--- src/rtl/chaves_conditioner_if.sv ---
// chaves_conditioner_if: switch conditioner bus; optional event_count under CHAVES_EVENT_COUNT_EN
interface chaves_conditioner_if #(
    parameter int WIDTH = 10
);
    logic [WIDTH-1:0] chaves_raw;
    logic [WIDTH-1:0] chaves_debounced;
    logic [WIDTH-1:0] chaves_rise;
    logic [WIDTH-1:0] chaves_fall;
    logic             change_pending;
    logic             change_ack;
`ifdef CHAVES_EVENT_COUNT_EN
    logic [15:0]      event_count;
    modport master (output chaves_raw, change_ack,
                    input chaves_debounced, chaves_rise, chaves_fall, change_pending, event_count);
    modport slave  (input chaves_raw, change_ack,
                    output chaves_debounced, chaves_rise, chaves_fall, change_pending, event_count);
`else
    modport master (output chaves_raw, change_ack,
                    input chaves_debounced, chaves_rise, chaves_fall, change_pending);
    modport slave  (input chaves_raw, change_ack,
                    output chaves_debounced, chaves_rise, chaves_fall, change_pending);
`endif
endinterface

--- src/rtl/chaves_conditioner.sv ---
// chaves_conditioner: sync, debounce, edge pulses and sticky change flag for slide switches; CHAVES_EVENT_COUNT_EN adds event_count
module chaves_conditioner #(
    parameter int WIDTH           = 10,
    parameter int DEBOUNCE_CYCLES = 500000,
    parameter int CNT_W           = 20
) (
    input logic                 clk_clk,
    input logic                 reset_reset,
    chaves_conditioner_if.slave bus
);
    localparam logic [CNT_W-1:0] LAST = CNT_W'(DEBOUNCE_CYCLES - 1);
    logic [WIDTH-1:0] s1, s2, deb, rise, fall;
    logic [CNT_W-1:0] cnt [WIDTH];
    logic             pending;
    // synchronise, then accept a bit once it has differed from deb for DEBOUNCE_CYCLES evaluations
    always_ff @(posedge clk_clk or posedge reset_reset) begin
        if (reset_reset) begin
            s1   <= '0;
            s2   <= '0;
            deb  <= '0;
            rise <= '0;
            fall <= '0;
            for (int i = 0; i < WIDTH; i++) cnt[i] <= '0;
        end else begin
            s1   <= bus.chaves_raw;
            s2   <= s1;
            rise <= '0;
            fall <= '0;
            for (int i = 0; i < WIDTH; i++) begin
                if (s2[i] == deb[i]) begin
                    cnt[i] <= '0;
                end else if (cnt[i] == LAST) begin
                    cnt[i]  <= '0;
                    deb[i]  <= s2[i];
                    rise[i] <= s2[i];
                    fall[i] <= !s2[i];
                end else begin
                    cnt[i] <= cnt[i] + 1'b1;
                end
            end
        end
    end
    // sticky change flag; a new pulse takes priority over an ack
    always_ff @(posedge clk_clk or posedge reset_reset) begin
        if (reset_reset) pending <= 1'b0;
        else if (|(rise | fall)) pending <= 1'b1;
        else if (bus.change_ack) pending <= 1'b0;
    end
    assign bus.chaves_debounced = deb;
    assign bus.chaves_rise      = rise;
    assign bus.chaves_fall      = fall;
    assign bus.change_pending   = pending;
`ifdef CHAVES_EVENT_COUNT_EN
    logic [15:0] ec;
    logic [16:0] ec_sum;
    // ack clears first, then this cycle's pulse count is added
    always_comb begin
        ec_sum = {1'b0, bus.change_ack ? 16'h0 : ec};
        for (int i = 0; i < WIDTH; i++) ec_sum = ec_sum + 17'(rise[i]) + 17'(fall[i]);
    end
    // saturating event counter
    always_ff @(posedge clk_clk or posedge reset_reset) begin
        if (reset_reset) ec <= '0;
        else ec <= ec_sum[16] ? 16'hFFFF : ec_sum[15:0];
    end
    assign bus.event_count = ec;
`endif
endmodule
--- src/flat_wrapper.sv ---
// flat-port wrapper written by rule: the top's interface ports become plain ports
module chaves_conditioner_flat 
#(
    parameter int WIDTH           = 10,
    parameter int DEBOUNCE_CYCLES = 500000,
    parameter int CNT_W           = 20
)
  (clk_clk, reset_reset, bus_chaves_raw, bus_change_ack, bus_chaves_debounced, bus_chaves_rise, bus_chaves_fall, bus_change_pending);
  chaves_conditioner_if #(.WIDTH(WIDTH)) bus_i ();
  input logic clk_clk;
  input logic reset_reset;
  input wire logic [$bits(bus_i.chaves_raw)-1:0] bus_chaves_raw;
  input wire logic [$bits(bus_i.change_ack)-1:0] bus_change_ack;
  output wire logic [$bits(bus_i.chaves_debounced)-1:0] bus_chaves_debounced;
  output wire logic [$bits(bus_i.chaves_rise)-1:0] bus_chaves_rise;
  output wire logic [$bits(bus_i.chaves_fall)-1:0] bus_chaves_fall;
  output wire logic [$bits(bus_i.change_pending)-1:0] bus_change_pending;
  assign bus_i.chaves_raw = bus_chaves_raw;
  assign bus_i.change_ack = bus_change_ack;
  assign bus_chaves_debounced = bus_i.chaves_debounced;
  assign bus_chaves_rise = bus_i.chaves_rise;
  assign bus_chaves_fall = bus_i.chaves_fall;
  assign bus_change_pending = bus_i.change_pending;
  chaves_conditioner #(.WIDTH(WIDTH), .DEBOUNCE_CYCLES(DEBOUNCE_CYCLES), .CNT_W(CNT_W)) u_core (.clk_clk(clk_clk), .reset_reset(reset_reset), .bus(bus_i));
endmodule
--- config.mk ---
export PLATFORM = sky130hd
export DESIGN_NAME = chaves_conditioner_flat
export DESIGN_NICKNAME = d
export VERILOG_FILES = /design/src/rtl/chaves_conditioner_if.sv /design/src/rtl/chaves_conditioner.sv /design/src/flat_wrapper.sv
export SDC_FILE = /design/constraint.sdc
export NUM_CORES = 1
export LEC_CHECK = 0
export CORE_MARGIN = 4
export CORE_UTILIZATION = 45
export CTS_CLUSTER_SIZE = 8
export DETAILED_ROUTE_END_ITERATION = 16
export SLEW_MARGIN = 15
export SYNTH_ARGS = -nofsm -noshare
export SYNTH_HDL_FRONTEND = slang
export SYNTH_SLANG_ARGS = --single-unit
--- constraint.sdc ---
create_clock -name clk_clk -period 7.9 [get_ports clk_clk]
set_input_delay 1.58 -clock clk_clk [delete_from_list [all_inputs] [get_ports clk_clk]]
set_output_delay 1.58 -clock clk_clk [all_outputs]
set_load 0.02 [all_outputs]
After elaboration in Yosys (flattened, before gate mapping):

Cells that the tools add are included.

* add/subtract/negate cells: 10
* equal/unequal tests: 20
* multiplexer cells: 62
* bitwise logic cells: 11
* reductions and logical operators: 22

Operators with widths (count)
* 20-bit 2-to-1 mux: 20
* 20-bit by 1-bit adder with 20-bit output, second input constant: 10
* 20-bit by 19-bit equality test with 1-bit output, second input constant: 10
* 1-bit 2-to-1 mux: 42
* 2-bit AND reduction: 10
* 1-bit equality test: 10
* 1-bit logical NOT: 10
* 1-bit NOT: 10
* 10-bit bitwise OR: 1
* 10-bit OR reduction: 1
* 2-bit nonzero test: 1

* register bits: 251
* output and inout port bits: 31

Depth between registers and ports, before layout:

Gate-level depths: netlist of the first run.

* depth in word-level cells: 3
* mapped depth: 7
* gate-level depth less buffers: 5

Least setup slack after synthesis of the first run:

No wires, ideal clock.

* kind: reg2out
* start point: reg u_core.deb[6] (netlist: u_core.bus.chaves_debounced[6])
* end point: out bus_chaves_debounced[6]
* arrival: 497 ps
* required time: 6320 ps
* path slack: 5823 ps
* cell stages (with the launch flop): 1
* buffers on the path: 0
* cell sequence: dfrtp_1

RTL lines
* start, declared: line chaves_conditioner.sv:12 `logic [WIDTH-1:0] s1, s2, deb, rise, fall;`
* start signal, assigned by index: line chaves_conditioner.sv:34 `deb[i] <= s2[i];`
* end, declared: line flat_wrapper.sv:14 `output wire logic [$bits(bus_i.chaves_debounced)-1:0] bus_chaves_debounced;`

No word-level cell between the ends.

==> out/results.tsv, run 1 <==
stage	metric	value	unit
logic_synthesis	Synth Cell Area	12000	um^2
logic_synthesis	most numerous cell in the Yosys netlist	dfrtp_1	
power	Internal	2.19	mW
run_status	outcome	complete, no violations	
layout	multi-input logic area	5400	um^2
critical_path	Critical Path RT	8.45	ns
power	VDD IR max	0.152	mV
timing	Fmax	305	MHz
critical_path	CP cell instances	clkdlybuf4s50_1 -> clkinvlp_4 -> buf_4 -> buf_4	
route	drt total wl	23600	um
power	Sw Ratio	0.212	
route	via density per instance	5.59	
critical_path	arrival time of the worst setup path	3.83	ns
logic_synthesis	Avg Cell Area, Syn	10.3	um^2
logic_synthesis	#FFs+latches synth	251	
cts	Setup Fix Bufs, Post-CTS	0	
floorplan	placeable core area	26100	um^2
logic_synthesis	FFs w/ async S/R, synth	1.00	
place	HPWL Detailed	15700	um
grt	largest net degree at the start of global routing	126	
cts	Clk pin slew, worst setup/hold paths	0.05	ns
timing	period utilization	0.415	
layout	# nets final	1245	
timing	min Tclk post-route	3.28	ns
place	I/O Buffers	43	
grt	number of global-route vias before repair	8647	
logic_synthesis	sequential fraction of the synthesis area	0.526	
logic_synthesis	Post-Syn Instances	1160	
floorplan	Cell Rows	59	
power	Tot Pwr	2.78	mW
power	switching power	590	uW
cts	CTS H-tree lvls	2	
grt	total gr overflow	0	
cts	cts hold-fix bufs	0	
logic_synthesis	Post-synth EDFFs	0	
critical_path	cell family with most CP delay	buffers and inverters	
route	DRT antenna net count	0	
layout	register area	6280	um^2
layout	# fillers	2361	
route	drt first pass iters	4	
layout	ant diodes	0	
timing	setup violators final	0	
logic_synthesis	count of cell types in the netlist	52	
timing	setup_tns	0	ns
route	DRC viols	0	
flow_run	Max-Cap Viols	0	
floorplan	Ports	44	
worst_hold_path	Hold WC Path Type	reg -> reg	
cts	clock root cell	clkbuf_16	
floorplan	die width	171	um
power	sequential share of power	0.476	
logic_synthesis	syn_nets	1183	
critical_path	Crit path top cell by count	buf_4	
timing	unrepaired setup endpoints after global routing	false	
power	clock power share	0.496	
critical_path	CP bufs+invs	4	
layout	area delta synth->final	14.9	%
logic_synthesis	top cells by area, synth	dfrtp_1 (53%), xnor2_1 (6.6%), nor2_1 (5.0%), xor2_1 (3.3%), nand4_1 (2.9%)	
timing	Final Hold Viols	0	
cts	Clock Latency Late Sink	0.50	ns
critical_path	worst-path fanout max	56	
floorplan	Die Y	171	um
cts	CTS Buf Count	37	
logic_synthesis	Post-synth top cells	dfrtp_1 (251), nor2_1 (158), xnor2_1 (90)	
grt	initial antenna violation count	0	
critical_path	type of the worst setup path	in -> async	
grt	GRT Total Usage	0.167	
layout	share of layout cells above drive strength 1	0.0752	
timing	slew of the pin with the lowest slew margin	0.969	ns
floorplan	Die Area	29200	um^2
timing	Worst slew margin	0.351	
power	Comb pwr share	0.028	
timing	clock skew	0.0152	ns
route	Routed wire per std cell	15.1	um
layout	final instance area	13700	um^2
cts	PostCTS Resize Cnt	0	
critical_path	startpoint types	primary input	
logic_synthesis	Synth top area share	0.526	
timing	max-slew violation count	0	
grt	first-pass GRT wire length	41400	um
route	DRT iter0 DRCs	525	
power	Lkg Pwr	5.42	nW
cts	CTS tree	built	
logic_synthesis	Post-synth top flop	dfrtp_1	
place	Area after DPL	12700	um^2
logic_synthesis	area leader, netlist	dfrtp_1	
cts	clock sinks	251	
critical_path	slowest CP cell	buf_4	
route	routed vias	8714	
power	Pwr Density	203	nW/um^2
logic_synthesis	Synth warnings	0	
critical_path	Crit path largest cell delay	0.66	ns
cts	CTS max path bufs	3	
place	routability congestion estimate	0.797	
floorplan	Initial Util	0.459	
critical_path	Setup crit end kind	asynchronous set/reset pin	
-- metrics by stage --
step           worst slack, ns   util  hold WS, ns  std cells
2_1_floorplan             3.02      -        0.331       1160
3_3_place_gp              3.96  0.489        0.334       1518
3_5_place_dp              3.95  0.489        0.339       1518
4_1_cts                   4.47  0.527        0.349       1559
5_1_grt                   4.22  0.527        0.358       1559
6_report                  4.62  0.527        0.347       1559
-- power groups by stage --
stage          Sequential, mW  Combinational [mW]  Clock [mW]
2_1_floorplan            1.34              0.0584           0
3_3_place_gp             1.34              0.0818           0
3_5_place_dp             1.34              0.0820           0
4_1_cts                  1.32              0.0826        1.43
5_1_grt                  1.33              0.0925        1.48
6_report                 1.32              0.0788        1.38
-- kinds of logic (layout without fill, tap and decap cells) --
logic type / count (synthesis) / count (layout) / share of synthesized area
AO/OA/AOI/OAI: 121 / 121 / 0.0700
XOR/XNOR: 135 / 135 / 0.0989
adder cells (fa/ha/maj): 10 / 10 / 0.0105
buffers and inverters: 66 / 130 / 0.0223
flip-flops: 251 / 251 / 0.526
multiplexers: 10 / 10 / 0.00974
AND/OR/NAND/NOR: 567 / 567 / 0.263
-- per-layer routing --
| metal | track usage | up-vias | part of all wire |
|---|---|---|---|
| li1 | - | 4299 | - |
| met5 | 0 | - | 0 |
| met4 | 0.0465 | 0 | 0.020 |
| met3 | 0.0312 | 38 | 0.038 |
| met2 | 0.258 | 128 | 0.45 |
| met1 | 0.242 | 4249 | 0.50 |
-- cells in the final DEF (no fill, tap or decap), types with 20 or more instances in the layout --
cell type,count
a21oi_1,55
clkbuf_16,39
clkdlybuf4s50_1,43
dfrtp_1,251
inv_1,39
nand2_1,62
nand3_1,64
nand4_1,56
nor2_1,158
nor3_1,27
nor3b_1,20
nor4_1,37
o21ai_0,25
o31ai_1,21
or3_1,31
or4_1,27
xnor2_1,90
xor2_1,45
-- area by class of cell --
| type | count | share of cell area |
|---|---|---|
| tap | 335 | 0.0305 |
| timing repair buffer | 49 | 0.0355 |
| clock inverter | 2 | 0.00118 |
| sequential | 251 | 0.457 |
| multi-input combinational | 843 | 0.393 |
| inverter | 40 | 0.0112 |
| clock buffer | 39 | 0.0710 |
-- worst reg2reg max path, cell delays in order, from the launching register on --
cell and delay [ns]:
dfrtp_1 0.38, ha_1 0.22, nand4_1 0.39, o41ai_4 0.97, nor2_1 0.12
-- flip-flops by register name (all words and copies together), names as in the netlist --
register / flops
u_core.bus.chaves_rise: 10
u_core.bus.change_pending: 1
u_core.cnt: 200
u_core.bus.chaves_debounced: 10
u_core.s1: 10
u_core.bus.chaves_fall: 10
u_core.s2: 10
-- worst paths after layout --
| check | endpoint | cells past startpoint | start | slack [ns] |
|---|---|---|---|---|
| max reg2reg | u_core.cnt[176]$_DFF_PP0_ | 4 | u_core.cnt[160]$_DFF_PP0_ | 5.67 |
| max in group clk_clk | bus_chaves_debounced[6] | 1 | u_core.bus.chaves_debounced[6]$_DFFE_PP0P_ | 4.74 |
| min in group asynchronous | u_core.cnt[142]$_DFF_PP0_ | 2 | reset_reset | 1.62 |
| min reg2reg | u_core.s2[6]$_DFF_PP0_ | 0 | u_core.s1[6]$_DFF_PP0_ | 0.35 |
| min | u_core.s2[6]$_DFF_PP0_ | 0 | u_core.s1[6]$_DFF_PP0_ | 0.35 |
| max | u_core.cnt[190]$_DFF_PP0_ | 4 | reset_reset | 4.62 |
(Power assumes the default switching activity.)
==> run 2: changes to the inputs <==
==> constraint.sdc (replaced) <==
create_clock -name clk_clk -period 3.4 [get_ports clk_clk]
set_input_delay 0.68 -clock clk_clk [delete_from_list [all_inputs] [get_ports clk_clk]]
set_output_delay 0.68 -clock clk_clk [all_outputs]
set_load 0.02 [all_outputs]
==> run 2 against run 1 <==
First-iteration DRC count fell by 14%. Power rose by 130%. Largest cell class unchanged. Via count shrank 0.52%. Design area hardly changed. Worst hold slack got worse by 0.010 ns. Die area stayed put. Critical endpoint is now bus_chaves_debounced[6]. Sequential cell count did not move. Setup slack got worse by 3.5 ns. Routed wire length down 0.63%.
==> out/results.tsv, run 2 (synthesis results as in run 1) <==
stage	metric	value	unit	change
critical_path	CP bufs+invs	1		was 4
critical_path	Setup crit end kind	output port		was asynchronous set/reset pin
critical_path	cell family with most CP delay	buffers and inverters		unchanged
place	Area after DPL	12800	um^2	was 12,700 um^2
timing	slew of the pin with the lowest slew margin	0.954	ns	was 0.969 ns
layout	max reg flops	200		unchanged
power	sequential share of power	0.476		about the same
grt	total gr overflow	0		unchanged
grt	GRT Total Usage	0.165		was 0.167
layout	ant diodes	0		unchanged
route	drt total wl	23400	um	was 23,600 um
cts	CTS H-tree lvls	2		unchanged
timing	final setup margin	1.14	ns	was 4.62 ns
route	via density per instance	5.56		was 5.59
timing	min Tclk post-route	2.26	ns	
cts	clock root cell	clkbuf_16		unchanged
worst_hold_path	min-delay src	u_core.s1[8]$_DFF_PP0_		was u_core.s1[6]$_DFF_PP0_
run_status	outcome	complete, no violations		unchanged
layout	Layout Cells excl Fill	1558		was 1,559
route	DRC viols	0		unchanged
route	DRT iter0 DRCs	451		was 525
timing	period utilization	0.666		
timing	Final Hold Viols	0		unchanged
cts	clock sinks	251		unchanged
critical_path	worst-path fanout max	6		was 56
cts	CTS tree	built		unchanged
power	VDD IR max	0.391	mV	was 0.152 mV
place	I/O Buffers	43		unchanged
critical_path	Critical Path RT	2.72	ns	was 8.45 ns
floorplan	Die Area	29200	um^2	unchanged
critical_path	Crit path largest cell delay	0.65	ns	was 0.66 ns
power	Lkg Pwr	5.42	nW	about the same
floorplan	Ports	44		unchanged
grt	largest net degree at the start of global routing	130		was 126
grt	number of global-route vias before repair	8545		was 8,647
floorplan	die width	171	um	unchanged
timing	unrepaired setup endpoints after global routing	false		unchanged
worst_hold_path	Hold WC Path Type	reg -> reg		unchanged
timing	max-slew violation count	0		unchanged
flow_run	Max-Cap Viols	0		unchanged
critical_path	worst reg2reg startpoint	u_core.cnt[40]$_DFF_PP0_		was u_core.cnt[160]$_DFF_PP0_
critical_path	RR Endpoint	u_core.cnt[52]$_DFF_PP0_		was u_core.cnt[176]$_DFF_PP0_
layout	Top reg by flops	u_core.cnt		unchanged
cts	Setup Fix Bufs, Post-CTS	0		unchanged
cts	Clock Latency Late Sink	0.50	ns	about the same
layout	area delta synth->final	15.0	%	was 14.9%
route	DRT antenna net count	0		unchanged
layout	commonest non-fill, non-tap cell in the layout	dfrtp_1		unchanged
power	clock power share	0.496		about the same
route	routed vias	8669		was 8,714
route	Routed wire per std cell	15.0	um	was 15.1 um
cts	PostCTS Resize Cnt	0		unchanged
critical_path	type of the worst setup path	reg -> out		was in -> async
worst_hold_path	WHS Endpoint	u_core.s2[8]$_DFF_PP0_		was u_core.s2[6]$_DFF_PP0_
power	Comb pwr share	0.029		was 0.028
floorplan	Cell Rows	59		unchanged
power	Pwr Density	471	nW/um^2	was 203 nW/um^2
timing	setup violators final	0		unchanged
worst_hold_path	WHS Path Cells	0		unchanged
place	placed cell count	1517		was 1,518
critical_path	startpoint types	flop		was primary input
layout	final core occ	0.527		about the same
timing	Fmax	442	MHz	
floorplan	placeable core area	26100	um^2	unchanged
route	drt first pass iters	5		was 4
layout	# nets final	1244		was 1,245
critical_path	R2R depth	4		unchanged
layout	final instance area	13700	um^2	about the same
grt	first-pass GRT wire length	41200	um	was 41,400 um
critical_path	CP cell instances	clkdlybuf4s50_1		was clkdlybuf4s50_1 -> clkinvlp_4 -> buf_4 -> buf_4
critical_path	arrival time of the worst setup path	1.58	ns	was 3.83 ns
power	Internal	5.10	mW	was 2.19 mW
layout	most frequent cells in the layout	dfrtp_1 (251), nor2_1 (158), xnor2_1 (90)		unchanged
place	routability congestion estimate	0.806		was 0.797
grt	initial antenna violation count	0		unchanged
critical_path	R2R Setup Slk	1.21	ns	was 5.67 ns
cts	CTS Buf Count	37		unchanged
critical_path	slowest CP cell	clkdlybuf4s50_1		was buf_4
timing	Worst slew margin	0.362		was 0.351
layout	share of layout cells above drive strength 1	0.0744		was 0.0752
cts	CTS max path bufs	3		unchanged
power	switching power	1.37	mW	was 590 uW
cts	cts hold-fix bufs	0		unchanged
floorplan	Die Y	171	um	unchanged
place	Place WS	1.21	ns	was 3.95 ns
timing	setup_tns	0	ns	unchanged
power	Sw Ratio	0.212		about the same
timing	clock skew	0.0157	ns	was 0.0152 ns
floorplan	Initial Util	0.459		unchanged
place	HPWL Detailed	15300	um	was 15,700 um
cts	Clk pin slew, worst setup/hold paths	0.05	ns	about the same
==> run 2: changes by cell type in the layout (fill, tap and decap cells not counted) <==
| cell | previous run | this run |
|---|---|---|
| buf_12 | 1 | 2 |
| buf_4 | 5 | 3 |
==> run 2: metal layers <==
metal / part of all wire / GRT usage / routed length, um
met5: 0 / 0 / 0
met4: 0.024 / 0.0493 / 553
met3: 0.039 / 0.0326 / 912
met2: 0.44 / 0.250 / 10300
met1: 0.50 / 0.243 / 11700
==> run 2: through the flow <==
stage | power [mW] | hold WS, ns
after floorplan | 3.25 | 0.331
after global placement | 3.31 | 0.332
after detailed placement | 3.32 | 0.335
after CTS | 6.60 | 0.342
after global routing | 6.75 | 0.355
final | 6.47 | 0.337
==> run 2: worst max path at each step <==
stage / start / endpoint / slack (ns) / depth (start not counted)
2_1_floorplan: reset_reset / u_core.bus.change_pending$_DFFE_PP0P_ / -0.58 / 1
3_3_place_gp: u_core.cnt[172]$_DFF_PP0_ / u_core.cnt[170]$_DFF_PP0_ / 1.25 / 3
3_5_place_dp: u_core.cnt[40]$_DFF_PP0_ / u_core.cnt[46]$_DFF_PP0_ / 1.21 / 4
4_1_cts: u_core.bus.chaves_debounced[6]$_DFFE_PP0P_ / bus_chaves_debounced[6] / 1.10 / 1
5_1_grt: u_core.cnt[100]$_DFF_PP0_ / u_core.cnt[109]$_DFF_PP0_ / 0.99 / 4
6_report: u_core.bus.chaves_debounced[6]$_DFFE_PP0P_ / bus_chaves_debounced[6] / 1.14 / 1
==> run 2: layout make-up <==
cell class                      count  area (um^2)
Sequential cell                   251         6280
Fill cell                        2331        12300
Clock buffer                       39          976
Multi-Input combinational cell    843         5400
Timing Repair Buffer               48          493
Clock inverter                      2         16.3
Inverter                           40          154
Tap cell                          335          419
==> run 2: power groups by stage <==
stage / combinational (mW) / clock [mW] / sequential [mW]
after floorplan: 0.136 / 0 / 3.11
after global placement: 0.192 / 0 / 3.12
after detailed placement: 0.193 / 0 / 3.12
after CTS: 0.194 / 3.33 / 3.08
after global routing: 0.216 / 3.45 / 3.08
final: 0.185 / 3.21 / 3.08
